File: config.mk
export PLATFORM = sky130hd
export DESIGN_NAME = dvp_tx
export DESIGN_NICKNAME = d
export VERILOG_FILES = /design/src/rtl/dvp_pkg.sv /design/src/rtl/dvp_tx_timing.sv /design/src/rtl/dvp_tx.sv
export SDC_FILE = /design/constraint.sdc
export NUM_CORES = 1
export LEC_CHECK = 0
export CORE_ASPECT_RATIO = 1.4
export CORE_MARGIN = 4
export CORE_UTILIZATION = 45
export CTS_BUF_LIST = sky130_fd_sc_hd__clkbuf_4
export DETAILED_ROUTE_END_ITERATION = 10
export PLACE_DENSITY_LB_ADDON = 0.25
export SYNTH_ARGS = -nofsm -noshare
export SYNTH_HDL_FRONTEND = slang
export SYNTH_SLANG_ARGS = --single-unit
File: constraint.sdc
create_clock -name clk -period 2.5 [get_ports clk]
set_clock_uncertainty 0.1 [all_clocks]
set_input_delay 0.375 -clock clk [delete_from_list [all_inputs] [get_ports clk]]
set_output_delay 0.375 -clock clk [all_outputs]
set_load 0.02 [all_outputs]
File: src/rtl/dvp_pkg.sv
// Shared types and timing helpers for the DVP camera-side transmitter.
package dvp_pkg;

  typedef enum logic [2:0] {
    ST_IDLE,
    ST_VSYNC,
    ST_VBACK,
    ST_ACTIVE,
    ST_VFRONT
  } dvp_state_t;

  localparam int unsigned DEF_H_ACTIVE = 640;
  localparam int unsigned DEF_H_BLANK  = 160;
  localparam int unsigned DEF_V_ACTIVE = 480;
  localparam int unsigned DEF_VS_LINES = 4;
  localparam int unsigned DEF_V_BACK   = 20;
  localparam int unsigned DEF_V_FRONT  = 10;

  function automatic int unsigned line_slots(input int unsigned h_active,
                                             input int unsigned h_blank);
    return 2 * h_active + h_blank;
  endfunction

  function automatic int unsigned frame_slots(input int unsigned h_active,
                                              input int unsigned h_blank,
                                              input int unsigned vs_lines,
                                              input int unsigned v_back,
                                              input int unsigned v_active,
                                              input int unsigned v_front);
    return line_slots(h_active, h_blank) * (vs_lines + v_back + v_active + v_front);
  endfunction

endpackage

File: src/rtl/dvp_tx_timing.sv
// Slot/line counters and frame FSM; outputs are registered on the update
// edge (phase 1->0) from the position the next slot will occupy.
module dvp_tx_timing
  import dvp_pkg::*;
#(
  parameter int unsigned H_ACTIVE = DEF_H_ACTIVE,
  parameter int unsigned H_BLANK  = DEF_H_BLANK,
  parameter int unsigned V_ACTIVE = DEF_V_ACTIVE,
  parameter int unsigned VS_LINES = DEF_VS_LINES,
  parameter int unsigned V_BACK   = DEF_V_BACK,
  parameter int unsigned V_FRONT  = DEF_V_FRONT
) (
  input  logic clk,
  input  logic rst,
  input  logic enable,
  input  logic s_valid,
  input  logic s_sof,
  output logic pclk,
  output logic update,
  output logic take,
  output logic byte_sel,
  output logic first_pixel,
  output logic idle,
  output logic href,
  output logic vsync,
  output logic frame_end
);

  localparam int unsigned L     = line_slots(H_ACTIVE, H_BLANK);
  localparam int unsigned VM_A  = (VS_LINES > V_BACK) ? VS_LINES : V_BACK;
  localparam int unsigned VM_B  = (V_ACTIVE > V_FRONT) ? V_ACTIVE : V_FRONT;
  localparam int unsigned V_MAX = (VM_A > VM_B) ? VM_A : VM_B;
  localparam int unsigned SW    = (L > 1) ? $clog2(L) : 1;
  localparam int unsigned LW    = (V_MAX > 1) ? $clog2(V_MAX) : 1;

  localparam logic [SW-1:0] SLOT_LAST = SW'(L - 1);
  localparam logic [SW:0]   HREF_END  = (SW + 1)'(2 * H_ACTIVE);

  dvp_state_t    state, nstate;
  logic          phase;
  logic [SW-1:0] slot, nslot;
  logic [LW-1:0] line, nline, line_last;
  logic          start, fend, nhref;

  always_comb begin
    start     = enable && s_valid && s_sof;
    nstate    = state;
    nslot     = slot;
    nline     = line;
    fend      = 1'b0;
    line_last = '0;
    case (state)
      ST_VSYNC:  line_last = LW'(VS_LINES - 1);
      ST_VBACK:  line_last = LW'(V_BACK - 1);
      ST_ACTIVE: line_last = LW'(V_ACTIVE - 1);
      ST_VFRONT: line_last = LW'(V_FRONT - 1);
      default:   line_last = '0;
    endcase

    if (state == ST_IDLE) begin
      if (start) nstate = ST_VSYNC;
    end else if (slot == SLOT_LAST) begin
      nslot = '0;
      if (line == line_last) begin
        nline = '0;
        case (state)
          ST_VSYNC:  nstate = ST_VBACK;
          ST_VBACK:  nstate = ST_ACTIVE;
          ST_ACTIVE: nstate = ST_VFRONT;
          default: begin
            fend   = 1'b1;
            nstate = start ? ST_VSYNC : ST_IDLE;
          end
        endcase
      end else begin
        nline = line + LW'(1);
      end
    end else begin
      nslot = slot + SW'(1);
    end

    // Pixel requests are made in the cycle before the slot they fill.
    nhref       = (nstate == ST_ACTIVE) && ({1'b0, nslot} < HREF_END);
    take        = phase && nhref && !nslot[0];
    byte_sel    = phase && nhref && nslot[0];
    first_pixel = take && (nslot == '0) && (nline == '0);
  end

  assign pclk   = phase;
  assign update = phase;
  assign idle   = (state == ST_IDLE);

  always_ff @(posedge clk or posedge rst) begin
    if (rst) begin
      phase     <= 1'b0;
      state     <= ST_IDLE;
      slot      <= '0;
      line      <= '0;
      href      <= 1'b0;
      vsync     <= 1'b0;
      frame_end <= 1'b0;
    end else begin
      phase     <= !phase;
      frame_end <= 1'b0;
      if (phase) begin
        state     <= nstate;
        slot      <= nslot;
        line      <= nline;
        href      <= nhref;
        vsync     <= (nstate == ST_VSYNC);
        frame_end <= fend;
      end
    end
  end

endmodule

File: src/rtl/dvp_tx.sv
// DVP transmitter: RGB565 stream in, two bytes per pixel out (high first),
// with sticky underflow / misplaced-SOF flags.
module dvp_tx
  import dvp_pkg::*;
#(
  parameter int unsigned H_ACTIVE = DEF_H_ACTIVE,
  parameter int unsigned H_BLANK  = DEF_H_BLANK,
  parameter int unsigned V_ACTIVE = DEF_V_ACTIVE,
  parameter int unsigned VS_LINES = DEF_VS_LINES,
  parameter int unsigned V_BACK   = DEF_V_BACK,
  parameter int unsigned V_FRONT  = DEF_V_FRONT
) (
  input  logic        clk,
  input  logic        rst,
  input  logic        enable,
  input  logic [15:0] s_data,
  input  logic        s_valid,
  input  logic        s_sof,
  output logic        s_ready,
  output logic        dvp_pclk,
  output logic        dvp_vsync,
  output logic        dvp_href,
  output logic [7:0]  dvp_db,
  output logic        frame_done,
  output logic        underflow,
  output logic        sof_err,
  input  logic        clr_err
);

  logic       update, take, byte_sel, first_pixel, idle;
  logic [7:0] lo_byte;

  dvp_tx_timing #(
    .H_ACTIVE (H_ACTIVE),
    .H_BLANK  (H_BLANK),
    .V_ACTIVE (V_ACTIVE),
    .VS_LINES (VS_LINES),
    .V_BACK   (V_BACK),
    .V_FRONT  (V_FRONT)
  ) u_timing (
    .clk         (clk),
    .rst         (rst),
    .enable      (enable),
    .s_valid     (s_valid),
    .s_sof       (s_sof),
    .pclk        (dvp_pclk),
    .update      (update),
    .take        (take),
    .byte_sel    (byte_sel),
    .first_pixel (first_pixel),
    .idle        (idle),
    .href        (dvp_href),
    .vsync       (dvp_vsync),
    .frame_end   (frame_done)
  );

  // In IDLE, stray non-SOF pixels are drained; the SOF pixel is held.
  assign s_ready = idle ? (s_valid && !s_sof) : take;

  always_ff @(posedge clk or posedge rst) begin
    if (rst) begin
      dvp_db    <= '0;
      lo_byte   <= '0;
      underflow <= 1'b0;
      sof_err   <= 1'b0;
    end else begin
      if (update) begin
        if (take) begin
          dvp_db  <= s_valid ? s_data[15:8] : '0;
          lo_byte <= s_valid ? s_data[7:0]  : '0;
        end else if (byte_sel) begin
          dvp_db  <= lo_byte;
        end else begin
          dvp_db  <= '0;
        end
      end
      underflow <= (take && !s_valid) || (underflow && !clr_err);
      sof_err   <= (take && s_valid && s_sof && !first_pixel) || (sof_err && !clr_err);
    end
  end

endmodule

==> reports/metrics.cfg, run 1 <==
[finish]
layout-drive-gt1-share_pct = 28.5
syn2layout_area_growth_pct = 40.6
final_core_util_pct = 65.8
fillCellCount = 520
design_area_sq_um = 3910
diodes = 0
final_net_count = 433

[sta]
fin_crit_sh_pct = 122
rsz0062_at_grt = yes
drv_slew = 0
setup_ws_ps = -547
setup_viol = 20
slew_headroom_pct = 65.2
fmax_ghz = 0.328
min_period_ps = 3050
setup_tns_ps = -2120
hold_viol_final = 0
worst_slew_pin_slew_ps = 517

[grt]
grt_pass1_wl_um = 13600
use_met3_pct = 5.09
grt_pass1_vias = 2910
grt_max_degree = 34
use_met2_pct = 43.6
grt_overflow = 0
grt.busiest_layer = met2
grt.met1_usage_pct = 24.2
grtUsageTotal_pct = 23.7
antenna_found_initial = 0

[yosys]
synth_cell_type_count = 56
syn-num-nets = 344
syn_inst = 320
ys_seq_area_share_pct = 40.5
syn-cell-area_sq_um = 2780
synth_top_area_share_pct = 40.5
yosysWarnings = 0
netlist.top_cell.by_area = dfrtp_1
synth_edf_count = 0
ys_async_sr_fraction_pct = 100
synthTopCellsByArea = dfrtp_1 40%, nand2_1 5.1%, mux2i_1 4.3%, o21ai_0 4.3%, nor2_1 4.3%
syn_avg_cell_area_sq_um = 8.70
ys_ff_latch = 45
yosys_most_used_dff = dfrtp_1

[placed_design]
dp_hpwl_um = 5860
routabilityCongestion = 0.910
numPortBuffers = 36
postPlaceCellArea_sq_um = 3620

[worst_setup_path]
worst_path_largest_cell_delay_ps = 430
r2r_setup_slack_ps = -110
criticalPathCategory = reg2out
worstRegToRegCells = 9
crit_chain = buf_4 -> and3b_1 -> mux2i_1 -> nor3_2 -> o211ai_1 -> o22a_1 -> nor2_4 -> nand3_4 -> nand2_4 -> buf_6
path_buf_inv = 2
endpoint_kind = output pin
path_delay_family = simple AND/OR/NAND/NOR gates
worst_ep_arrival_time_ps = 2570
rr_endpoint = dvp_db[5]
reg2reg_from = u_timing.state[1]
slowest_stage = dfrtp_1
start_kind = register
critPathMaxFanout = 6
required_ps = 2030

[clock_tree]
worstSkewPairLatency_ps = 370
hold_buffers = 0
cts_tree = built
clk_path_buf_depth = 2
htree_levels = 2
clkTransAtPathRegs_ps = 140
root_buffer = clkbuf_4
cts_made_buffers = 5
cts.sinks = 45

[die]
rows = 33
die_y_um = 101
core_sq_um = 5950
ios = 37
dieArea_sq_um = 7520
die-width_um = 74.5
initial_core_util_pct = 46.8

[job]
drv_cap = 0

[routing]
drt_iter0_drc = 136
via_count = 2737
routedWlPerCell_um = 16.8
dr.pass1.iters = 4
routed_wl_um = 8070
viasPerCell = 5.70
ant_nets = 0
route.detailed.drc = 0

[power]
p_leak_uw = 0.00176
total_power_uw = 1260
power_density_nw_per_um2 = 323
irDropWorstVdd_mv = 0.374

[status]
status = complete, but fails checks
violations = setup timing

[hold_path]
min-delay-path-class = in2async

-- cell type report --
type                       instances  area (sq um)  share of cell area (%)
multi-input combinational        239          1650                    42.2
sequential                        45          1130                    28.8
timing repair buffer             103           910                    23.2
tap                               70          87.6                    2.24
inverter                          15          56.3                    1.44
clock inverter                     3          43.8                    1.12
clock buffer                       5          37.5                   0.959
-- worst reg2reg max path, cell delays in order (launching register included) --
cell       delay, ps
dfrtp_1          430
buf_4            160
and3b_1          210
mux2i_1          140
nor3_2           300
o211ai_1         250
o31ai_2          370
buf_4            250
nand4_4          170
o2bb2ai_2        170
-- metrics by stage --
step	cells	hold WS (ps)	worst slack [ps]
final	480	223	-547
after floorplan	320	374	-11.8
after global placement	464	375	-475
after detailed placement	464	373	-547
after global routing	480	250	-697
after CTS	479	248	-502
-- logic make-up (layout without fill, tap and decap cells) --
kind of cell | count (synthesis) | in the layout | share of synthesized area, %
fa+ha+maj | 2 | 2 | 0.899
mux | 12 | 12 | 4.32
xor+xnor | 14 | 14 | 4.41
compound gates | 74 | 74 | 18.0
buf+inv | 37 | 126 | 6.07
simple gates | 136 | 137 | 25.8
flops | 45 | 45 | 40.5
-- flip-flops by register name (all words and copies together), names as in the netlist --
register,cells
u_timing.pclk,1
u_timing.state,3
dvp_db,8
u_timing.slot,11
u_timing.line,9
lo_byte,8
u_timing.frame_end,1
underflow,1
u_timing.href,1
u_timing.vsync,1
sof_err,1
-- repair_timing --
item                                    4_1_cts  5_1_grt
cloned                                        1        0
endpoints found under the setup margin       20       26
pin swaps                                    21        7
setup buffers                                 8        1
gates resized for setup                      25        7
-- power breakdown --
part / internal (uW) / total, uW / leakage, uW / switching [uW]
Clock: 213 / 471 / 0.0000456 / 258
Combinational: 36.7 / 63.2 / 0.00116 / 26.5
Sequential: 728 / 728 / 0.000562 / 0.0000000000000157
Total: 977 / 1260 / 0.00176 / 285
-- synth_stat cells (all sizes together), types with 3 or more instances --
cell type,n
nor4,3
a21oi,8
nand4,8
o31ai,6
clkbuf,13
mux2i,12
a31oi,12
xnor2,12
nor2,33
nand2,38
nand2b,3
and3,5
dfrtp,45
inv,14
nor3,12
o21ai,24
nand3,15
or3,5
and4,3
buf,9
o2bb2ai,11
-- worst max path at each step --
stage          cells past startpoint       to               from
3_5_place_dp                       9  s_ready  u_timing.state[0]
3_3_place_gp                       9  s_ready  u_timing.state[0]
6_report                          10  s_ready  u_timing.state[1]
2_1_floorplan                     10  s_ready  u_timing.state[1]
5_1_grt                           10  s_ready  u_timing.state[1]
4_1_cts                            9  s_ready  u_timing.state[0]
-- cells in the final DEF, fill, tap and decap left out, types with 4 or more instances in the layout --
cell,synthesis,final
a31oi_1,12,12
buf_4,2,62
inv_1,14,13
nand4_1,7,7
clkbuf_4,0,5
xnor2_1,12,11
mux2i_1,12,12
o2bb2ai_2,0,9
nor3_1,8,8
nand3_1,13,12
dfrtp_1,45,44
o21ai_0,24,21
nor2_1,32,32
a21oi_1,7,5
clkdlybuf4s50_1,0,35
nand2_1,38,36
o31ai_1,4,4
-- routing by layer --
| layer | wire, um | vias up |
|---|---|---|
| li1 | - | 1319 |
| met1 | 3060 | 1323 |
| met2 | 4270 | 70 |
| met3 | 320 | 25 |
| met4 | 413 | 0 |
| met5 | 0 | - |
Note: power is estimated with default switching activity, not from simulation.
==> inputs of run 2 (changes only) <==
--- a/config.mk
+++ b/config.mk
@@ -13,4 +13,5 @@
 export PLACE_DENSITY_LB_ADDON = 0.25
 export SYNTH_ARGS = -nofsm -noshare
 export SYNTH_HDL_FRONTEND = slang
+export SYNTH_HIERARCHICAL = 1
 export SYNTH_SLANG_ARGS = --single-unit
==> run 2 against run 1 <==
- the flow still finishes with violations (setup timing)
- wire length fell by 4.4%
- die area fell by 0.70%
- count of clock-buffer cells in the layout did not move
- sequential share of layout area rose by 0.47 points
- design area fell by 1.7%
- critical path type unchanged
==> reports/metrics.cfg, run 2 <==
[status]
status = complete, but fails checks
violations = setup timing

[die]
die_y_um = 101
ios = 37
dieArea_sq_um = 7470
die-width_um = 74.2
core_sq_um = 5900
initial_core_util_pct = 46.8
rows = 33

[placed_design]
numPortBuffers = 36
dp_hpwl_um = 5660
routabilityCongestion = 0.852
place_ws_ps = -719

[finish]
final_cell_mix = 71 x buf_4, 45 x dfrtp_1, 35 x clkdlybuf4s50_1, 23 x nor2_1
syn2layout_area_growth_pct = 39.2
regMostFlops = u_timing/slot
final_net_count = 432
largest_reg_flops = 11
diodes = 0
biggestRegsByFlops = u_timing/slot (11), u_timing/line (9)
fillCellCount = 499
final_common_cell = buf_4
layout-drive-gt1-share_pct = 28.6

[yosys]
syn_avg_cell_area_sq_um = 8.79
ys_seq_area_share_pct = 40.8
synthTopCellsByArea = dfrtp_1 41%, o21ai_0 6.3%, nand4_1 3.4%, nor2_1 3.3%, a221o_1 2.9%
yosysWarnings = 6
syn-num-nets = 338
ys_top_cells_by_count = 45 x dfrtp_1, 35 x o21ai_0, 24 x nor2_1
synth_edf_count = 0
syn_inst = 314
synth.most_common_cell = dfrtp_1
synth_top_area_share_pct = 40.8
netlist.top_cell.by_area = dfrtp_1
syn-cell-area_sq_um = 2760
synth_cell_type_count = 58
yosys_most_used_dff = dfrtp_1
ys_async_sr_fraction_pct = 100
ys_ff_latch = 45

[worst_setup_path]
required_ps = 2030
slowest_stage = dfrtp_1
reg2reg_from = u_timing/line[6]
worstRegToRegCells = 10
cp-startpoint = u_timing/line[6]
path_buf_inv = 2
rr_endpoint = dvp_db[3]
critPathMaxFanout = 2
worst_path_largest_cell_delay_ps = 410
worst_ep_arrival_time_ps = 2670
start_kind = register
path_delay_family = compound AO/OA/AOI/OAI gates
criticalPathCategory = reg2out
cp.depth = 10
r2r_setup_slack_ps = -460
endpoint_kind = output pin
crit_chain = or3_4 -> a211o_1 -> a221oi_2 -> nand3_2 -> xnor2_2 -> o2111ai_2 -> nor2_2 -> inv_4 -> o21ai_4 -> buf_6

[sta]
worst_slew_pin_slew_ps = 680
rsz0062_at_grt = yes
slew_headroom_pct = 54.6
drv_slew = 0
min_period_ps = 3150
fmax_ghz = 0.318
fin_crit_sh_pct = 126
setup_viol = 18
hold_viol_final = 0
setup_ws_ps = -647

[routing]
routed_wl_um = 7710
ant_nets = 0
via_count = 2717
dr.pass1.iters = 4
route.detailed.drc = 0
viasPerCell = 5.67
routedWlPerCell_um = 16.1
drt_iter0_drc = 154

[power]
irDropWorstVdd_mv = 0.284
total_power_uw = 1890
p_leak_uw = 0.00177
power_density_nw_per_um2 = 491

[grt]
grt_overflow = 0
antenna_found_initial = 0
grt_pass1_wl_um = 12800
grt_pass1_vias = 2741
grt_max_degree = 45
grtUsageTotal_pct = 21.9

[clock_tree]
root_buffer = clkbuf_4
htree_levels = 2
cts_tree = built
cts.sinks = 45
worstSkewPairLatency_ps = 370
clk_path_buf_depth = 2
cts_made_buffers = 5
clkTransAtPathRegs_ps = 150

[job]
drv_cap = 0

[hold_path]
min-delay-path-class = in2async

[run 2: metal layers]
layer / global-route usage, % / wire length, um
met2: 40.3 / 4240
met5: 0 / 0
met4: 9.07 / 271
met3: 3.49 / 281
met1: 24.3 / 2920
[run 2: layout make-up]
type | count | area, sq um | area share, %
sequential | 45 | 1130 | 29.3
clock buffer | 5 | 37.5 | 0.976
clock inverter | 3 | 25.0 | 0.651
multi-input combinational | 226 | 1560 | 40.4
tap | 70 | 87.6 | 2.28
inverter | 19 | 73.8 | 1.92
timing repair buffer | 111 | 940 | 24.4
[run 2: power by group]
group	total [uW]	internal (uW)	switching, uW
Clock	385	117	268
Sequential	810	779	31.9
Combinational	692	350	342
[run 2: cells by family after synthesis]
| logic type | count (synthesis) | share of synthesized area, % |
|---|---|---|
| buffers and inverters | 43 | 7.39 |
| xor gates and xnor gates | 9 | 2.85 |
| and+or+nand+nor | 121 | 24.9 |
| AOI/OAI and AO/OA | 92 | 22.4 |
| adders and majority gates | 2 | 0.906 |
| muxes | 2 | 0.725 |
| DFF | 45 | 40.8 |
[run 2: stage by stage]
stage	cells	instance area (sq um)	TNS [ps]	hold slack [ps]	utilization (%)
after floorplan	314	2810	-3650	214	-
after global placement	462	3600	-6980	388	61.0
after detailed placement	462	3600	-7750	391	61.0
after CTS	477	3770	-5620	285	63.8
after global routing	479	3840	-8350	304	65.1
final	479	3840	-6010	291	65.1
[run 2: timing repair]
item,4_1_cts,5_1_grt
pin swaps,8,14
setup endpoints to repair,20,26
setup buffers,8,7
hold buffers,0,0
gates resized for setup,24,19
[run 2: worst max path at each step]
stage,to
floorplan,s_ready
global placement,s_ready
detailed placement,s_ready
CTS,s_ready
global route,s_ready
finish,s_ready
[run 2: worst min-delay path, stage by stage]
cell,delay [ps]
clkdlybuf4s50_1,420
inv_1,60
buf_4,340
